===== src/rtl/period_to_bpm.sv =====
// Tap period (timepulses) to BPM via an 8-step restoring divider, saturating at BPM_MAX.
// Define PER2BPM_BUSY_EN to add busy_o (high while a division is in flight).
module period_to_bpm #(
  parameter int TP_CYCLE  = 5120,
  parameter int MIN_US    = 60_000_000,
  parameter int BPM_MAX   = 250,
  parameter int PER_WIDTH = 24,
  parameter int BPM_WIDTH = 8
) (
  input  logic                 clk_i,
  input  logic                 rst_ni,
  input  logic [PER_WIDTH-1:0] btn_per_i,
  input  logic                 btn_per_valid,
  output logic [BPM_WIDTH-1:0] bpm_o,
  output logic                 bpm_valid
`ifdef PER2BPM_BUSY_EN
  ,
  output logic                 busy_o
`endif
);

  localparam int DIVIDEND = 1000 * (MIN_US / TP_CYCLE);
  localparam int PER_MIN  = DIVIDEND / BPM_MAX;
  localparam int QW       = 8;
  localparam int DW       = PER_WIDTH + QW;

  localparam logic [PER_WIDTH-1:0] PER_MIN_V  = PER_WIDTH'(PER_MIN);
  localparam logic [DW-1:0]        DIVIDEND_V = DW'(DIVIDEND);
  localparam logic [QW-1:0]        BPM_MAX_Q  = QW'(BPM_MAX);

  typedef enum logic [1:0] {IDLE, DIV, DONE} state_t;

  state_t              state;
  logic [DW-1:0]       rem;
  logic [DW-1:0]       dsh;
  logic [QW-1:0]       quo;
  logic [2:0]          cnt;
  logic [PER_WIDTH-1:0] per_clamped;
  logic                busy;

  assign per_clamped = (btn_per_i < PER_MIN_V) ? PER_MIN_V : btn_per_i;
  assign busy        = (state != IDLE);

  // dsh starts at divisor<<7 and walks right, so each DIV cycle decides one
  // quotient bit MSB first; the clamp guarantees the quotient fits in 8 bits.
  always_ff @(posedge clk_i) begin
    if (!rst_ni) begin
      state     <= IDLE;
      rem       <= '0;
      dsh       <= '0;
      quo       <= '0;
      cnt       <= '0;
      bpm_o     <= '0;
      bpm_valid <= 1'b0;
    end else begin
      bpm_valid <= 1'b0;
      case (state)
        IDLE: begin
          if (btn_per_valid) begin
            rem   <= DIVIDEND_V;
            dsh   <= DW'(per_clamped) << (QW - 1);
            quo   <= '0;
            cnt   <= 3'd7;
            state <= DIV;
          end
        end
        DIV: begin
          if (rem >= dsh) begin
            rem <= rem - dsh;
            quo <= {quo[QW-2:0], 1'b1};
          end else begin
            quo <= {quo[QW-2:0], 1'b0};
          end
          dsh <= dsh >> 1;
          if (cnt == 3'd0) state <= DONE;
          else             cnt   <= cnt - 3'd1;
        end
        DONE: begin
          bpm_o     <= (quo > BPM_MAX_Q) ? BPM_WIDTH'(BPM_MAX_Q) : BPM_WIDTH'(quo);
          bpm_valid <= 1'b1;
          state     <= IDLE;
        end
        default: state <= IDLE;
      endcase
    end
  end

`ifdef PER2BPM_BUSY_EN
  assign busy_o = busy;
`else
  logic unused_busy;
  assign unused_busy = busy;
`endif

endmodule


===== config.mk =====
export PLATFORM = sky130hd
export DESIGN_NAME = period_to_bpm
export DESIGN_NICKNAME = d
export VERILOG_FILES = /design/src/rtl/period_to_bpm.sv
export SDC_FILE = /design/constraint.sdc
export NUM_CORES = 1
export LEC_CHECK = 0
export CAP_MARGIN = 20
export CORE_MARGIN = 4
export CORE_UTILIZATION = 50
export CTS_BUF_LIST = sky130_fd_sc_hd__clkbuf_4
export CTS_CLUSTER_SIZE = 8
export DETAILED_ROUTE_END_ITERATION = 6
export PLACE_DENSITY = 0.7
export RECOVER_POWER = 50
export SKIP_LAST_GASP = 1
export SLEW_MARGIN = 25
export SYNTH_ARGS = -nofsm -noshare
export SYNTH_HDL_FRONTEND = slang
export SYNTH_SLANG_ARGS = --single-unit

===== constraint.sdc =====
create_clock -name clk_i -period 9 [get_ports clk_i]
set_clock_uncertainty 0.15 [all_clocks]
set_input_delay 2.7 -clock clk_i [delete_from_list [all_inputs] [get_ports clk_i]]
set_output_delay 2.7 -clock clk_i [all_outputs]
set_load 0.02 [all_outputs]

Word-level counts from Yosys, hierarchy flattened
Cells that the tools add are included.
{"block": "word_totals", "ff_bits": 86, "latch_bits": 0, "mem_bits_rw": 0, "mem_bits_ro": 0, "input_bits": 27, "out_inout_bits": 9, "wordCells": 42, "memories": 0}
{"block": "classes", "n_addsub": 2, "mul": 0, "div": 0, "order_cmp": 3, "n_eq_ne": 6, "n_shift": 0, "muxes": 17, "bitwise": 0, "reduce_logical": 7}
{"op": "$pmux W32 S2", "count": 2}
{"op": "$mux W32", "count": 3}
{"op": "$ge A32 B32 Y1", "count": 1}
{"op": "$sub A32 B32 Y32", "count": 1}
{"op": "$lt A24 B16 Y1 const B", "count": 1}
{"op": "$mux W24", "count": 1}
{"op": "$mux W8", "count": 2}
{"op": "$pmux W8 S2", "count": 1}
{"op": "$gt A8 B8 Y1 const B", "count": 1}
{"op": "$ne A2 B2 Y1 const B", "count": 4}
{"op": "$mux W3", "count": 2}
{"op": "$pmux W3 S2", "count": 1}
{"op": "$reduce_and A3 Y1", "count": 2}
{"op": "$mux W2", "count": 2}
{"op": "$pmux W2 S2", "count": 1}
{"op": "$reduce_and A2 Y1", "count": 2}
{"op": "$logic_not A3 Y1", "count": 1}
{"op": "$sub A3 B1 Y3 const B", "count": 1}
{"op": "$eq A2 B1 Y1 const B", "count": 1}
{"op": "$eq A2 B2 Y1 const B", "count": 1}
{"op": "$logic_not A2 Y1", "count": 1}
{"op": "$mux W1", "count": 2}
{"op": "$reduce_bool A2 Y1", "count": 1}

Longest topological paths before layout
Gate-level depths: netlist of the first run.
{"block": "depth", "depth_word": 4, "ltp_mapped": 14, "mapped_depth_nobuf": 12}

Worst setup path after synthesis of the first run
OpenSTA, ideal clock, no wires.
{"block": "synth_timing", "path_kind": "input-to-reg", "start": "input btn_per_i[3]", "end": "register dsh[7]", "setup_ns": 0.128, "t_arrival_ns": 4.199, "t_required_ns": 8.722, "setup_slack_ns": 4.524, "cell_stages": 7, "n_path_buf": 0, "cell_sequence": "a2111oi_0 o21bai_1 a31o_2 a21oi_1 nor2_1 a221oi_1 nor2_1"}
{"block": "synth_via", "elab_chain_cells": 4}
{"item": "start, declared", "line": "12", "source": "input logic [PER_WIDTH-1:0] btn_per_i,"}
{"item": "$lt A24 B16 Y1", "line": "41", "source": "assign per_clamped = (btn_per_i < PER_MIN_V) ? PER_MIN_V : btn_per_i;"}
{"item": "$mux W24", "line": "41"}
{"item": "$mux W32", "line": "59", "source": "if (btn_per_valid) begin"}
{"item": "$pmux W32 S2", "line": "57", "source": "case (state)"}
{"item": "end signal, assigned", "line": "61", "source": "dsh <= DW'(per_clamped) << (QW - 1);"}
{"item": "end signal, assigned", "line": "74", "source": "dsh <= dsh >> 1;"}
{"item": "end, declared", "line": "35", "source": "logic [DW-1:0] dsh;"}
No other way between the ends. The select of a mux whose other input is x is not followed.
A chain may end at the register's enable or synchronous reset.

==> impl_metrics.yaml, run 1 <==
status:
  status: "complete, no violations"
clocking:
  ctsResizeCount: 0
  holdBufCountCts: 0
  htree_levels: 3
  root_buffer: "clkbuf_4"
  cts_tree: "done"
  path_clk_slew_ns: 0.17
  numClockSinks: 85
  clk-insertion-delay-late_ns: 0.46
  cts_buffer_depth: 2
  cts_buffers: 9
  post-cts-setup-buffers: 0
timing:
  slew_violations: 0
  worst_pin_slew_ns: 1.35
  period_share_pct: 57.9
  fmax_mhz: 192
  min_period_ns: 5.21
  tns_ns: 0
  finalSetupViolCount: 0
  relSlewSlack_pct: 9.69
  hold_violations: 0
  rsz0062_at_grt: "no"
  holdWs_ns: 0.310
route:
  drt_iter0_drc: 337
  vias: 4781
  avgViaCountPerCell: 5.95
  route.detailed.drc: 0
  ant_nets: 0
  first_pass_iters: 6
  wire_per_inst_um: 16.3
  wl_um: 13100
global_routing:
  grt_pass1_vias: 4465
  gr-usage-met2_pct: 36.7
  grt_pass1_wl_um: 22000
  met1_usage_pct: 32.2
  antenna_found_initial: 0
  grt_usage_pct: 23.2
  overflow: 0
  use_met3_pct: 3.76
  busiest_layer: "met2"
  grt_start_max_net_pins: 58
cells_and_area:
  layout-drive-gt1-share_pct: 3.87
  nets: 727
  antenna_cells: 0
  nFillCells: 979
  utilization_pct: 57.0
  area_growth_pct: 11.0
worst_setup_path:
  max_stage_delay_ns: 0.90
  r2r_end: "rem[22]$_SDFFE_PN0P_"
  crit_slowest_cell: "inv_1"
  critPathBufInv: 3
  crit_fanout: 36
  cp-end-kind: "register"
  cp.arrival_ns: 5.43
  timing.rr.start: "rem[0]$_SDFFE_PN0P_"
  r2r_slack_ns: 4.67
  cp-start-kind: "primary input"
  worstPathCellList: "dlygate4sd3_1 -> inv_1 -> buf_4 -> nor2_1 -> a22o_1"
  crit_required_ns: 9.22
  r2r_cells: 13
  critical_path_class: "in2reg"
  critPathTopFamily: "buffers and inverters"
yosys:
  syn_inst: 650
  post-synth-top-area-cell: "dfxtp_1"
  synth_top_area_share_pct: 33.7
  syn-num-nets: 711
  synth_ff_type: "dfxtp_1"
  synth-edff-count: 0
  syn_area_mm2: 0.00504
  avgSynthCellArea_um2: 7.76
  ys_warn_count: 0
  ys_seq_area_share_pct: 33.7
  post-synth-top-count-cell: "dfxtp_1"
  ys_top_cells_by_count: "dfxtp_1 (85), a21oi_1 (82), nand2_1 (68)"
  yosysUniqueCellTypes: 60
  synth.area.top_cells: "dfxtp_1 (34%), ha_1 (8.2%), a21oi_1 (8.1%)"
  synthArstFlopShare_pct: 0
  synth.ff_latch_count: 85
worst_hold_path:
  holdPathStages: 2
  min_from: "bpm_o[0]$_SDFFE_PN0P_"
  hold_class: "reg2reg"
  min_to: "bpm_o[0]$_SDFFE_PN0P_"
die:
  die_x_um: 108
  start_util_pct: 51.4
  row_count: 36
  die_y_um: 108
  core_mm2: 0.00982
  ios: 36
  die_area_mm2: 0.0118
power:
  peakVddDrop_mv: 0.113
  cellLeakagePower_nw: 2.16
  powerDensity_mw_per_mm2: 214
  total_power_mw: 1.20
place:
  io_buffer_count: 35
  place_hpwl_um: 9430
  gp_congestion: 0.963
flow_run:
  maxCapViolCount: 0
==> stage by stage <==
stage          worst slack, ns  instances  cell area (um2)
6_report                  3.79        804             5600
5_1_grt                   3.61        804             5600
4_1_cts                   4.13        804             5610
3_5_place_dp              3.61        788             5460
3_3_place_gp              3.73        788             5450
2_1_floorplan             4.52        650             5040
==> layout make-up <==
class | instances | area (um2) | area share, %
inverters | 49 | 184 | 3.28
multi-input cells | 482 | 3020 | 54.0
clock buffers | 9 | 67.6 | 1.21
clock inverters | 7 | 81.3 | 1.45
repair buffers | 39 | 377 | 6.73
well taps | 133 | 166 | 2.97
flip-flops and latches | 85 | 1700 | 30.4
==> how the worst max path moves through the flow <==
stage            startpoint                   end  slack (ns)  depth (start not counted)
3_5_place_dp         rst_ni  rem[28]$_SDFFE_PN0P_        3.61                          5
2_1_floorplan  btn_per_i[3]   dsh[7]$_SDFFE_PN0P_        4.52                          7
5_1_grt              rst_ni  rem[28]$_SDFFE_PN0P_        3.61                          5
4_1_cts        btn_per_i[3]   dsh[7]$_SDFFE_PN0P_        4.13                          8
6_report             rst_ni  rem[28]$_SDFFE_PN0P_        3.79                          5
3_3_place_gp         rst_ni  rem[26]$_SDFFE_PN0P_        3.73                          5
==> state kept, by name, summed over array words and instances, names as in the netlist <==
signal / count
rem: 32
dsh: 31
bpm_o: 8
quo: 8
cnt: 3
state: 2
bpm_valid: 1
==> cell families (layout without fill, tap and decap cells) <==
kind of cell,count (synthesis),count (layout),share of synthesized area [%]
buf+inv,83,104,6.48
compound gates,209,209,26.8
simple gates,212,212,19.7
xor+xnor,26,26,4.52
mux,1,1,0.199
fa+ha+maj,34,34,8.59
flops,85,85,33.7
==> power breakdown <==
group	internal [mW]	switching [mW]
Clock	0.0667	0.159
Sequential	0.407	0.0207
Combinational	0.217	0.329
Total	0.692	0.509
==> worst reg2reg max path, delay by kind of cell, from the launching register on <==
family	cells	cell delay [ns]
AND/OR/NAND/NOR	2	1.32
flip-flops	1	0.34
adder cells (fa/ha/maj)	2	0.56
AO/OA/AOI/OAI	6	1.51
buffers and inverters	3	0.39
==> layer usage <==
layer  share of wire [%]  vias to the layer above
li1                    -                     2375
met1                  46                     2257
met2                  47                      127
met3                 4.0                       22
met4                 2.6                        0
met5                   0                        -
==> layout by cell type, fill, tap and decap left out, drive strengths merged, types with 17 or more instances in the layout <==
| cell type | synthesis | routed |
|---|---|---|
| dfxtp | 85 | 85 |
| inv | 49 | 51 |
| nor3 | 29 | 29 |
| clkdlybuf4s50 | 0 | 24 |
| a21oi | 82 | 82 |
| ha | 33 | 33 |
| o21ai | 30 | 30 |
| nand3 | 43 | 43 |
| xnor2 | 17 | 17 |
| nor2 | 34 | 34 |
| nand2 | 68 | 68 |
No activity file was read; power rests on OpenSTA's default activity.
==> inputs of run 2 (changes only) <==
--- a/config.mk
+++ b/config.mk
@@ -11,7 +11,7 @@
 export CTS_BUF_LIST = sky130_fd_sc_hd__clkbuf_4
 export CTS_CLUSTER_SIZE = 8
 export DETAILED_ROUTE_END_ITERATION = 6
-export PLACE_DENSITY = 0.7
+export PLACE_DENSITY = 0.72
 export RECOVER_POWER = 50
 export SKIP_LAST_GASP = 1
 export SLEW_MARGIN = 25
==> constraint.sdc (replaced) <==
create_clock -name clk_i -period 4.5 [get_ports clk_i]
set_clock_uncertainty 0.15 [all_clocks]
set_input_delay 1.35 -clock clk_i [delete_from_list [all_inputs] [get_ports clk_i]]
set_output_delay 1.35 -clock clk_i [all_outputs]
set_load 0.02 [all_outputs]
==> run 2 against run 1 <==
Global-route usage up 0.75 points. Count of clock-buffer cells in the layout unchanged. Final area about the same. Combinational power up 100%. Sequential cell count unchanged. Power up 96%. First-iteration DRC count up 2.4%. Die area unchanged. Register-to-register slack worse by 3.8 ns. Critical path type is now reg2reg. Critical endpoint is now rem[0]$_SDFFE_PN0P_. Highest routed layer unchanged.
==> impl_metrics.yaml, run 2 (synthesis gave the netlist of run 1 again) <==
route:
  avgViaCountPerCell: 6.02
  wire_per_inst_um: 16.4
  vias: 4869
  wl_um: 13300
  first_pass_iters: 7
  drt_iter0_drc: 345
  ant_nets: 0
  route.detailed.drc: 0
timing:
  slew_violations: 0
  worst_pin_slew_ns: 1.15
  hold_violations: 0
  rsz0062_at_grt: "no"
  fmax_mhz: 277
  holdWs_ns: 0.312
  period_share_pct: 80.3
  finalSetupViolCount: 0
  min_period_ns: 3.62
  relSlewSlack_pct: 23.3
  tns_ns: 0
clocking:
  numClockSinks: 85
  path_clk_slew_ns: 0.14
  holdBufCountCts: 0
  cts_buffers: 9
  ctsResizeCount: 0
  cts_tree: "done"
  cts_buffer_depth: 2
  post-cts-setup-buffers: 0
  root_buffer: "clkbuf_4"
  clk-insertion-delay-late_ns: 0.46
  htree_levels: 3
global_routing:
  antenna_found_initial: 0
  grt_start_max_net_pins: 57
  grt_usage_pct: 24.0
  grt_pass1_vias: 4751
  overflow: 0
  grt_pass1_wl_um: 22500
worst_hold_path:
  min_to: "bpm_o[0]$_SDFFE_PN0P_"
  hold_class: "reg2reg"
  min_from: "bpm_o[0]$_SDFFE_PN0P_"
  holdPathStages: 2
worst_setup_path:
  crit_fanout: 17
  crit_required_ns: 4.64
  crit_slowest_cell: "nor2_2"
  max_stage_delay_ns: 0.65
  cp-start-kind: "register"
  r2r_end: "rem[0]$_SDFFE_PN0P_"
  cp-end-kind: "register"
  r2r_cells: 11
  r2r_slack_ns: 0.88
  worstPathCellList: "ha_1 -> inv_1 -> fa_1 -> a21o_1 -> a221oi_1 -> o21ai_0 -> o211ai_1 -> a221oi_4 -> nor2_2 -> or3_1 -> a21oi_1"
  cp.arrival_ns: 3.75
  timing.rr.start: "dsh[0]$_SDFFE_PN0P_"
  critical_path_class: "reg2reg"
power:
  peakVddDrop_mv: 0.215
  cellLeakagePower_nw: 2.16
  seq_power_share_pct: 36.3
  total_power_mw: 2.36
  switchingPower_mw: 0.985
  powerDensity_mw_per_mm2: 421
  internal-power_mw: 1.37
  clockPowerShare_pct: 17.3
  switching_share_pct: 41.8
  comb_power_share_pct: 46.4
place:
  io_buffer_count: 35
  gp_congestion: 0.920
  place_hpwl_um: 9710
die:
  core_mm2: 0.00982
  die_area_mm2: 0.0118
  die_x_um: 108
  row_count: 36
  start_util_pct: 51.4
  ios: 36
  die_y_um: 108
cells_and_area:
  top_register: "rem"
  antenna_cells: 0
  area_growth_pct: 11.0
  layout_common_cells: "dfxtp_1 (85), a21oi_1 (82), nand2_1 (68)"
  reg.largest.list: "rem (32), dsh (31)"
  layout_commonest_cell: "dfxtp_1"
  largest_register_ffs: 32
  nFillCells: 961
  nets: 732
  utilization_pct: 57.0
  layout-drive-gt1-share_pct: 4.29
status:
  status: "complete, no violations"
flow_run:
  maxCapViolCount: 0
-- run 2: how the worst max path moves through the flow --
| stage | from | end | slack [ns] | cells after the start |
|---|---|---|---|---|
| floorplan | btn_per_i[3] | dsh[7]$_SDFFE_PN0P_ | 1.37 | 7 |
| global placement | btn_per_i[3] | dsh[12]$_SDFFE_PN0P_ | 0.75 | 8 |
| detailed placement | btn_per_i[3] | dsh[9]$_SDFFE_PN0P_ | 0.63 | 8 |
| CTS | rem[0]$_SDFFE_PN0P_ | rem[22]$_SDFFE_PN0P_ | 0.96 | 12 |
| global route | rem[0]$_SDFFE_PN0P_ | rem[1]$_SDFFE_PN0P_ | 0.68 | 12 |
| finish | dsh[0]$_SDFFE_PN0P_ | rem[0]$_SDFFE_PN0P_ | 0.88 | 11 |
-- run 2: worst max-delay path: cells and delay by family, from the launching register on --
family | cells | cell delay [ns]
compound gates | 6 | 1.44
fa+ha+maj | 2 | 0.58
buf+inv | 1 | 0.06
simple gates | 2 | 0.85
flops | 1 | 0.38
-- run 2: final cells by class --
class / instances / area, um2 / share of cell area [%]
inverter: 49 / 184 / 3.29
tap: 133 / 166 / 2.97
timing repair buffer: 44 / 408 / 7.29
multi-input combinational: 482 / 3020 / 54.0
clock buffer: 9 / 67.6 / 1.21
clock inverter: 7 / 48.8 / 0.872
sequential: 85 / 1700 / 30.4
-- run 2: layer usage --
layer / track usage (%) / vias to the layer above / wire length, um
li1: - / 2377 / -
met4: 8.48 / 0 / 364
met3: 4.12 / 27 / 665
met5: 0 / - / 0
met1: 31.7 / 2319 / 5930
met2: 39.5 / 146 / 6330
-- run 2: metrics by stage --
step / cells / setup slack, ns / instance area (um2)
floorplan: 650 / 1.37 / 5040
finish: 809 / 0.884 / 5600
CTS: 809 / 0.960 / 5620
detailed placement: 793 / 0.628 / 5500
global route: 809 / 0.678 / 5600
global placement: 793 / 0.746 / 5500
-- run 2: power by group through the flow --
stage          registers (mW)  logic, mW  clock network [mW]
2_1_floorplan           0.860      0.841                   0
3_3_place_gp            0.868       1.05                   0
3_5_place_dp            0.871       1.08                   0
4_1_cts                 0.854       1.08               0.413
5_1_grt                 0.862       1.22               0.446
6_report                0.855       1.09               0.407
